--- src/rtl/max_pool_stream_pkg.sv ---
// Shared definitions for the pooling and activation stages: an elementwise max
// with selectable signedness, output-grid sizing, and the pixel-role encoding.
package max_pool_stream_pkg;

    localparam int MAX_DATA_BITS = 64;

    typedef enum logic [1:0] {
        PIX_DISCARD,
        PIX_FIRST,
        PIX_ACCUM,
        PIX_FINAL
    } pix_kind_e;

    function automatic int out_dim(input int n, input int k);
        return n / k;
    endfunction

    // Operands are zero-extended into MAX_DATA_BITS. Flipping the element's sign bit
    // turns a two's-complement compare into an unsigned one. Ties return a.
    function automatic logic [MAX_DATA_BITS-1:0] elem_max(
        input logic [MAX_DATA_BITS-1:0] a,
        input logic [MAX_DATA_BITS-1:0] b,
        input int                       bits,
        input logic                     is_signed
    );
        logic [MAX_DATA_BITS-1:0] bias;
        logic [MAX_DATA_BITS-1:0] key_a;
        logic [MAX_DATA_BITS-1:0] key_b;
        bias  = is_signed ? (MAX_DATA_BITS'(1) << (bits - 1)) : '0;
        key_a = a ^ bias;
        key_b = b ^ bias;
        return (key_b > key_a) ? b : a;
    endfunction

endpackage

--- src/rtl/max_pool_stream_max_cmp_vec.sv ---
// CH-lane combinational maximum of two packed pixels; lane c occupies [c*DATA_BITS +: DATA_BITS].
module max_cmp_vec
    import max_pool_stream_pkg::*;
#(
    parameter int DATA_BITS = 32,
    parameter int CH        = 4,
    parameter int SIGNED    = 1
) (
    input  logic [CH*DATA_BITS-1:0] a,
    input  logic [CH*DATA_BITS-1:0] b,
    output logic [CH*DATA_BITS-1:0] y
);

    always_comb begin
        y = '0;
        for (int c = 0; c < CH; c++) begin
            y[c*DATA_BITS +: DATA_BITS] = DATA_BITS'(elem_max(
                MAX_DATA_BITS'(a[c*DATA_BITS +: DATA_BITS]),
                MAX_DATA_BITS'(b[c*DATA_BITS +: DATA_BITS]),
                DATA_BITS,
                SIGNED != 0));
        end
    end

endmodule

--- src/rtl/max_pool_stream.sv ---
// Streaming KxK, stride-K max pooler over a raster pixel stream. It keeps one output
// row of partial maxima and has a single-entry output register with valid/ready.
module max_pool_stream
    import max_pool_stream_pkg::*;
#(
    parameter int DATA_BITS = 32,
    parameter int CH        = 4,
    parameter int H         = 46,
    parameter int W         = 46,
    parameter int K         = 2,
    parameter int SIGNED    = 1
) (
    input  logic                    clk,
    input  logic                    reset,
    input  logic                    in_valid,
    output logic                    in_ready,
    input  logic [CH*DATA_BITS-1:0] in_data,
    output logic                    out_valid,
    input  logic                    out_ready,
    output logic [CH*DATA_BITS-1:0] out_data,
    output logic                    out_last,
    output logic                    frame_done
);

    localparam int OW  = out_dim(W, K);
    localparam int OH  = out_dim(H, K);
    localparam int CW  = (W > 1) ? $clog2(W) : 1;
    localparam int RW  = (H > 1) ? $clog2(H) : 1;
    localparam int KW  = $clog2(K + 1);
    localparam int OCW = (OW > 1) ? $clog2(OW) : 1;
    localparam int PW  = CH * DATA_BITS;

    logic [CW-1:0]  col;
    logic [CW-1:0]  oc;
    logic [RW-1:0]  row;
    logic [RW-1:0]  orow;
    logic [KW-1:0]  kc;
    logic [KW-1:0]  kr;
    logic [PW-1:0]  row_buf [OW];
    logic [PW-1:0]  entry;
    logic [PW-1:0]  upd_max;
    logic [PW-1:0]  emit_max;
    logic           accept;
    logic           last_window;
    pix_kind_e      kind;

    assign in_ready    = !out_valid || out_ready;
    assign accept      = in_valid && in_ready;
    assign entry       = row_buf[oc[OCW-1:0]];
    assign last_window = (oc == CW'(OW - 1)) && (orow == RW'(OH - 1));

    max_cmp_vec #(.DATA_BITS(DATA_BITS), .CH(CH), .SIGNED(SIGNED)) u_upd_max (
        .a (entry),
        .b (in_data),
        .y (upd_max)
    );

    max_cmp_vec #(.DATA_BITS(DATA_BITS), .CH(CH), .SIGNED(SIGNED)) u_emit_max (
        .a (entry),
        .b (in_data),
        .y (emit_max)
    );

    // Pixels in the truncated right columns / bottom rows only move the counters.
    always_comb begin
        kind = PIX_DISCARD;
        if ((oc < CW'(OW)) && (orow < RW'(OH))) begin
            if ((kc == '0) && (kr == '0)) begin
                kind = PIX_FIRST;
            end else if ((kc == KW'(K - 1)) && (kr == KW'(K - 1))) begin
                kind = PIX_FINAL;
            end else begin
                kind = PIX_ACCUM;
            end
        end
    end

    // Position within the window (kc/kr) and window index (oc/orow) are tracked
    // alongside col/row, so no divider is needed.
    always_ff @(posedge clk or posedge reset) begin
        if (reset) begin
            col  <= '0;
            kc   <= '0;
            oc   <= '0;
            row  <= '0;
            kr   <= '0;
            orow <= '0;
        end else if (accept) begin
            if (col == CW'(W - 1)) begin
                col <= '0;
                kc  <= '0;
                oc  <= '0;
                if (row == RW'(H - 1)) begin
                    row  <= '0;
                    kr   <= '0;
                    orow <= '0;
                end else begin
                    row <= row + RW'(1);
                    if (kr == KW'(K - 1)) begin
                        kr   <= '0;
                        orow <= orow + RW'(1);
                    end else begin
                        kr <= kr + KW'(1);
                    end
                end
            end else begin
                col <= col + CW'(1);
                if (kc == KW'(K - 1)) begin
                    kc <= '0;
                    oc <= oc + CW'(1);
                end else begin
                    kc <= kc + KW'(1);
                end
            end
        end
    end

    always_ff @(posedge clk) begin
        if (accept) begin
            if (kind == PIX_FIRST) begin
                row_buf[oc[OCW-1:0]] <= in_data;
            end else if (kind == PIX_ACCUM) begin
                row_buf[oc[OCW-1:0]] <= upd_max;
            end
        end
    end

    // A new result may load in the same cycle the previous one is taken, because
    // in_ready already includes out_ready.
    always_ff @(posedge clk or posedge reset) begin
        if (reset) begin
            out_valid  <= 1'b0;
            out_data   <= '0;
            out_last   <= 1'b0;
            frame_done <= 1'b0;
        end else begin
            frame_done <= out_valid && out_ready && out_last;
            if (accept && (kind == PIX_FINAL)) begin
                out_valid <= 1'b1;
                out_data  <= emit_max;
                out_last  <= last_window;
            end else if (out_ready) begin
                out_valid <= 1'b0;
                out_last  <= 1'b0;
            end
        end
    end

endmodule
--- config.mk ---
export PLATFORM = sky130hd
export DESIGN_NAME = max_pool_stream
export DESIGN_NICKNAME = d
export VERILOG_FILES = /design/src/rtl/max_pool_stream_pkg.sv /design/src/rtl/max_pool_stream_max_cmp_vec.sv /design/src/rtl/max_pool_stream.sv
export SDC_FILE = /design/constraint.sdc
export NUM_CORES = 2
export LEC_CHECK = 0
export ABC_AREA = 1
export BUFFER_PORTS_ARGS = -buffer_cell sky130_fd_sc_hd__buf_2
export CAP_MARGIN = 10
export CORE_MARGIN = 4
export CORE_UTILIZATION = 45
export DETAILED_ROUTE_END_ITERATION = 8
export SYNTH_ARGS = -nofsm -noshare
export SYNTH_HDL_FRONTEND = slang
export SYNTH_SLANG_ARGS = --single-unit
--- constraint.sdc ---
create_clock -name clk -period 7.4 [get_ports clk]
set_clock_uncertainty 0.1 [all_clocks]
set_input_delay 0.37 -clock clk [delete_from_list [all_inputs] [get_ports clk]]
set_output_delay 0.37 -clock clk [all_outputs]
set_load 0.03 [all_outputs]
Yosys cells after proc, flatten, opt, wreduce, memory -nomap -nowiden

Memories as Yosys holds them, arrays and structs flattened.
Cells that the tools add are included.
Widths: inputs -> output; s select.

$add $sub $neg: 6
Magnitude comparators: 6
Equality and inequality tests: 9
Mux-type cells: 28
Bitwise operators: 9
Reductions and logical operators: 18

Operators with widths:

| cell                | number |
|---|---|
| $gt 32x32->1        | 4 |
| $mux 128            | 1 |
| $mux 32             | 4 |
| $mux 6              | 6 |
| $add 6x1->6 const B | 4 |
| $eq 6x5->1 const B  | 2 |
| $eq 6x6->1 const B  | 2 |
| $lt 6x5->1 const B  | 2 |
| $mux 2              | 6 |
| $mux 1              | 11 |
| $logic_and 1x1->1   | 8 |
| $not 1->1           | 8 |
| $eq 2x1->1 const B  | 3 |
| $reduce_bool 2->1   | 3 |
| $add 2x1->2 const B | 2 |
| $eq 2x2->1 const B  | 2 |
| $logic_not 2->1     | 2 |
| $reduce_and 2->1    | 2 |
| $reduce_and 3->1    | 1 |
| $logic_not 1->1     | 1 |
| $logic_or 1x1->1    | 1 |
| $or 1x1->1          | 1 |

Bits in registers: 159
RAM bits: 2944
Bits of input ports: 132
Output and inout port bits: 132
Logic and storage cells: 87
Memories: 1

Memory list:

| memory  | words | bits a word | read ports | clocked after memory_dff | wr ports | line                  | text |
|---|---|---|---|---|---|---|---|
| row_buf | 23    | 128         | 1          | 0                        | 1        | max_pool_stream.sv:39 | `logic [PW-1:0] row_buf [OW];` |

Logic depth before layout (Yosys ltp)

Depth after elaboration: 11
Depth in mapped cells: 30

By module

A second synthesis with hierarchy kept.

Cell total of the unflattened synthesis: 14876
Area, all modules: 143552.7 µm²

Modules (own cells, without submodules):

| module          | instances | cells each | area each (µm²) | seq. area each (µm²) |
|---|---|---|---|---|
| max_pool_stream | 1         | 12898      | 132251.8        | 92383.6 |
| max_cmp_vec     | 2         | 989        | 5650.4          | 0.0 |

Worst setup path before layout

Ideal clock, no wire load.

Path kind: register to register
Start: reg out_valid
End: mem row_buf[0][0] (netlist name) (enable)
Setup time: 0.617 ns
Arrival: 6.860 ns
Data required time: 6.683 ns
Setup slack: -0.177 ns
Stages on the path, launching flop included: 8
Path buffers: 0
Clock period less this slack: 7.577 ns
Cells stage by stage: dfrtp_1 > nand2_1 > nand2_1 > inv_1 > nand2_1 > nor2_2 > nand2_1 > nor2_1

Cells in the longest elaborated chain, start to end: 6
Elaborated cells between the ends (all ways): 8
Those cells by class: 4 x mux; 1 x bitwise; 3 x reduce/logical

Ends and longest elaborated chain:

| element                          | line                                           | text |
|---|---|---|
| from (decl)                      | max_pool_stream.sv:18                          | `output logic out_valid,` |
| from (signal assigned)           | max_pool_stream.sv:132                         | `out_valid <= 1'b0;` |
| from (signal assigned)           | max_pool_stream.sv:139                         | `out_valid <= 1'b1;` |
| from (signal assigned)           | max_pool_stream.sv:143                         | `out_valid <= 1'b0;` |
| $logic_not 1->1 *                | max_pool_stream.sv:47                          | `assign in_ready = !out_valid \|\| out_ready;` |
| $logic_or 1x1->1 *               | max_pool_stream.sv:47                          |  |
| named net in_ready               | max_pool_stream.sv:16                          | `output logic in_ready,` |
| $logic_and 1x1->1 *              | max_pool_stream.sv:48                          | `assign accept = in_valid && in_ready;` |
| $mux 1                           | max_pool_stream.sv:119                         | `if (accept) begin` |
| $mux 1, on equally long branches | max_pool_stream.sv:121, max_pool_stream.sv:123 |  |
| $or 1x1->1 (no source line) *    | -                                              |  |
| to (decl)                        | max_pool_stream.sv:39                          |  |

Mark *: on every way through the listed nets, which the timed path passes. The rest lies on a longest branch.

Worst setup path after layout

Start: reg oc[2]
End: mem row_buf[12][16] (netlist name) (data pin)

Cells in the longest elaborated chain, start to end: 9
Elaborated cells between the ends (all ways): 14
Those cells by class: 2 x order compare; 2 x eq/ne; 7 x mux; 1 x bitwise; 1 x reduce/logical; 1 x memory

Ends and longest elaborated chain:

| element                                                                | line                   | text |
|---|---|---|
| from (decl)                                                            | max_pool_stream.sv:34  | `logic [CW-1:0] oc;` |
| from (signal assigned)                                                 | max_pool_stream.sv:110 | `oc <= oc + CW'(1);` |
| parallel branches: the longest is 8 deep, another holds $mem_v2 23x128 | -                      |  |
| $mux 128 (no source line) *                                            | -                      |  |

Every way passes the cells marked *.

==> flow_metrics.env <==
export IMPL_synthTopCellsByArea="edfxtp_1 (69%), nor2_1 (5.5%), nand2_1 (5.1%)"
export IMPL_pwr_share_comb=0.376
export IMPL_avgSynthCellArea_sq_um=11.9
export IMPL_timing_final_crit_share=0.907
export IMPL_floorplan_die_area_sq_um=292000
export IMPL_viasPerCell=5.82
export IMPL_die_width_um=540
export IMPL_synth_cell_types=33
export IMPL_grt_antenna_before_repair=36
export IMPL_cp_data_arrival_time_ns=7.04
export IMPL_rsz0062_at_grt="no"
export IMPL_fmax_ghz=0.149
export IMPL_grt_overflow_total=0
export IMPL_synth_seq_cells=3103
export IMPL_avgRoutedWirePerCell_um=25.6
export IMPL_num_io_pins=264
export IMPL_synth_async_reset_ratio=0.0512
export IMPL_postCtsResizedCells=0
export IMPL_hold_buffers=126
export IMPL_slew_headroom=0.107
export IMPL_cts_buffer_depth=4
export IMPL_outcome="finished clean"
export IMPL_clkSlewWorstSetupHoldPaths_ns=0.06
export IMPL_slew_violations=0
export IMPL_num_rows=195
export IMPL_yosysSeqAreaShare=0.725
export IMPL_place_port_buffers=263
export IMPL_area_growth_pct=13.2
export IMPL_first_iter_violations=9909
export IMPL_place_area_sq_um=133000
export IMPL_synth_cells=10709
export IMPL_fin_crit_ns=6.71
export IMPL_p_clk_frac=0.257
export IMPL_ir_worst_vdd_v=0.000438
export IMPL_yosys_top_cells_count="edfxtp_1 (2944), nor2_1 (1852), nand2_1 (1746), o21ai_0 (1148), nand3_1 (540)"
export IMPL_switching_share=0.394
export IMPL_cell_internal_pwr_w=0.0372
export IMPL_max_cap_viol_count=0
export IMPL_antenna_left=0
export IMPL_finalSetupViolations=0
export IMPL_cts_setup_buffers=0
export IMPL_clkLatencyLatePin_ns=0.87
export IMPL_power_density_nw_per_um2=425
export IMPL_drc=0
export IMPL_leakage_nw=49.9
export IMPL_hold_violations=0
export IMPL_ys_flop_type="edfxtp_1"
export IMPL_cts_sinks=3103
export IMPL_cts_inserted_buffers=322
export IMPL_yosysMostFrequentCell="edfxtp_1"
export IMPL_yosys_area_top_type_share=0.694
export IMPL_drive_gt1_frac=0.0826
export IMPL_fp_dieH_um=540
export IMPL_worstSetupEndpointType="flip-flop"
export IMPL_hpwl_mm=191
export IMPL_first_pass_iters=7
export IMPL_track_usage=0.253
export IMPL_clockRootBuffer="clkbuf_16"
export IMPL_vias=86846
export IMPL_pwr_share_seq=0.368
export IMPL_cp_start_kind="flip-flop"
export IMPL_place_congestion=0.830
export IMPL_wl_mm=382
export IMPL_grt_pass1_wl_mm=553
export IMPL_p_switching_w=0.0241
export IMPL_worst_pin_slew_ns=1.34
export IMPL_grt_pass1_vias=81923
export IMPL_htreeDepth=5
export IMPL_core_area_sq_um=282000
export IMPL_yosys_area_top_type="edfxtp_1"
export IMPL_synth_fp_nets=10979
export IMPL_synth_area_sq_um=127000
export IMPL_final_nets=11191
export IMPL_fillCellCount=24141
export IMPL_crit_fanout=52
export IMPL_hold_path_class="in2async"
export IMPL_grt_max_degree=183
export IMPL_path_class="reg2reg"
export IMPL_tritoncts="yes"
export IMPL_synth_edf_count=2944
export IMPL_start_util=0.452
export IMPL_yosys_warnings=0
export IMPL_critPathRequiredTime_ns=7.73
export IMPL_fin_setup_tns_ns=0
export IMPL_fin_area_sq_um=144000
-- through the flow --
| stage | worst slack (ns) | std cells | utilization | power, W | hold slack (ns) |
|---|---|---|---|---|---|
| detailed placement | 0.840 | 14213 | 0.471 | 0.0456 | 0.360 |
| global route | 0.444 | 14917 | 0.511 | 0.0647 | 0.0604 |
| finish | 0.685 | 14924 | 0.511 | 0.0613 | 0.0303 |
| CTS | 0.800 | 14902 | 0.511 | 0.0613 | 0.0132 |
| global placement | 0.940 | 14213 | 0.471 | 0.0451 | 0.358 |
| floorplan | -0.177 | 10709 | - | 0.0380 | 0.356 |
-- per-layer routing --
layer | vias up | part of all wire | GRT usage | wire [um]
met2 | 3786 | 0.48 | 0.426 | 184000
met3 | 692 | 0.079 | 0.0356 | 30300
met4 | 10 | 0.037 | 0.0911 | 14100
li1 | 38779 | - | - | -
met5 | - | 0.00016 | 0 | 62
met1 | 43579 | 0.40 | 0.337 | 153000
-- flip-flops by register name (all words and copies together), names as in the netlist --
signal and count:
row_buf 2944, out_data 128, col 6, oc 6, orow 6, row 6
kc 2, kr 2, frame_done 1, out_last 1, out_valid 1
-- power by group through the flow --
stage | sequential [W] | clock, W | combinational (W)
finish | 0.0225 | 0.0157 | 0.0230
global route | 0.0226 | 0.0167 | 0.0254
CTS | 0.0225 | 0.0159 | 0.0229
detailed placement | 0.0229 | 0 | 0.0227
global placement | 0.0229 | 0 | 0.0222
floorplan | 0.0233 | 0 | 0.0147
-- placed cells by master, fill, tap and decap left out, types with 156 or more instances in the layout --
| cell type | netlist | final |
|---|---|---|
| o21ai_0 | 1148 | 1148 |
| o21ai_1 | 517 | 517 |
| inv_1 | 210 | 205 |
| a21oi_1 | 192 | 192 |
| o22ai_1 | 276 | 276 |
| edfxtp_1 | 2944 | 2944 |
| nor2_1 | 1852 | 1829 |
| nand2_1 | 1746 | 1740 |
| nand3_1 | 540 | 539 |
| buf_2 | 225 | 263 |
| dfrtp_1 | 159 | 156 |
| clkbuf_16 | 0 | 327 |
-- critical path, stage by stage (launching register included) --
cell and delay (ns):
dfrtp_4 0.57, inv_8 0.46, nand2_1 0.50, inv_8 0.68
buf_12 0.37, nand2_1 0.10, nand4_1 0.09, nor2_1 0.08
ha_1 0.32, nand4_1 0.17, nor3_1 0.28, and3_1 0.41
nand3_2 0.09, buf_4 0.32, nand2_2 0.89, nand2_1 0.17
nand3_1 0.13, nand2_1 0.42
-- cell type report --
type | count | area, sq um | share of cell area
multi-input cells | 6715 | 31300 | 0.217
inverters | 215 | 870 | 0.00603
clock buffers | 416 | 8620 | 0.0597
well taps | 3743 | 4680 | 0.0325
repair buffers | 564 | 4940 | 0.0342
clock inverters | 147 | 1430 | 0.00988
flip-flops and latches | 3103 | 92400 | 0.640
diodes | 21 | 52.6 | 0.000364
-- logic make-up (layout without fill, tap and decap cells) --
| group | Yosys count | in the layout | synth area share |
|---|---|---|---|
| fa+ha+maj | 138 | 138 | 0.0136 |
| buf+inv | 891 | 1342 | 0.0312 |
| flops | 3103 | 3103 | 0.725 |
| compound gates | 2278 | 2278 | 0.0950 |
| other cells | 0 | 21 | 0 |
| simple gates | 4299 | 4299 | 0.135 |
-- path summary, 6_finish.rpt --
| path | from | to | slack [ns] | cells after the start |
|---|---|---|---|---|
| setup / recovery | oc[2] | row_buf[12][16] | 0.69 | 17 |
| hold / removal | reset | out_data[77] | 0.03 | 3 |
| setup reg to reg | oc[2] | row_buf[12][16] | 0.69 | 17 |
| hold reg to reg | out_data[36] | out_data[36] | 0.37 | 2 |
| max in group asynchronous | reset | oc[1] | 5.50 | 4 |
| min in group clk | in_data[28] | out_data[28] | 0.06 | 5 |
Power figures use the tool's default switching activity.
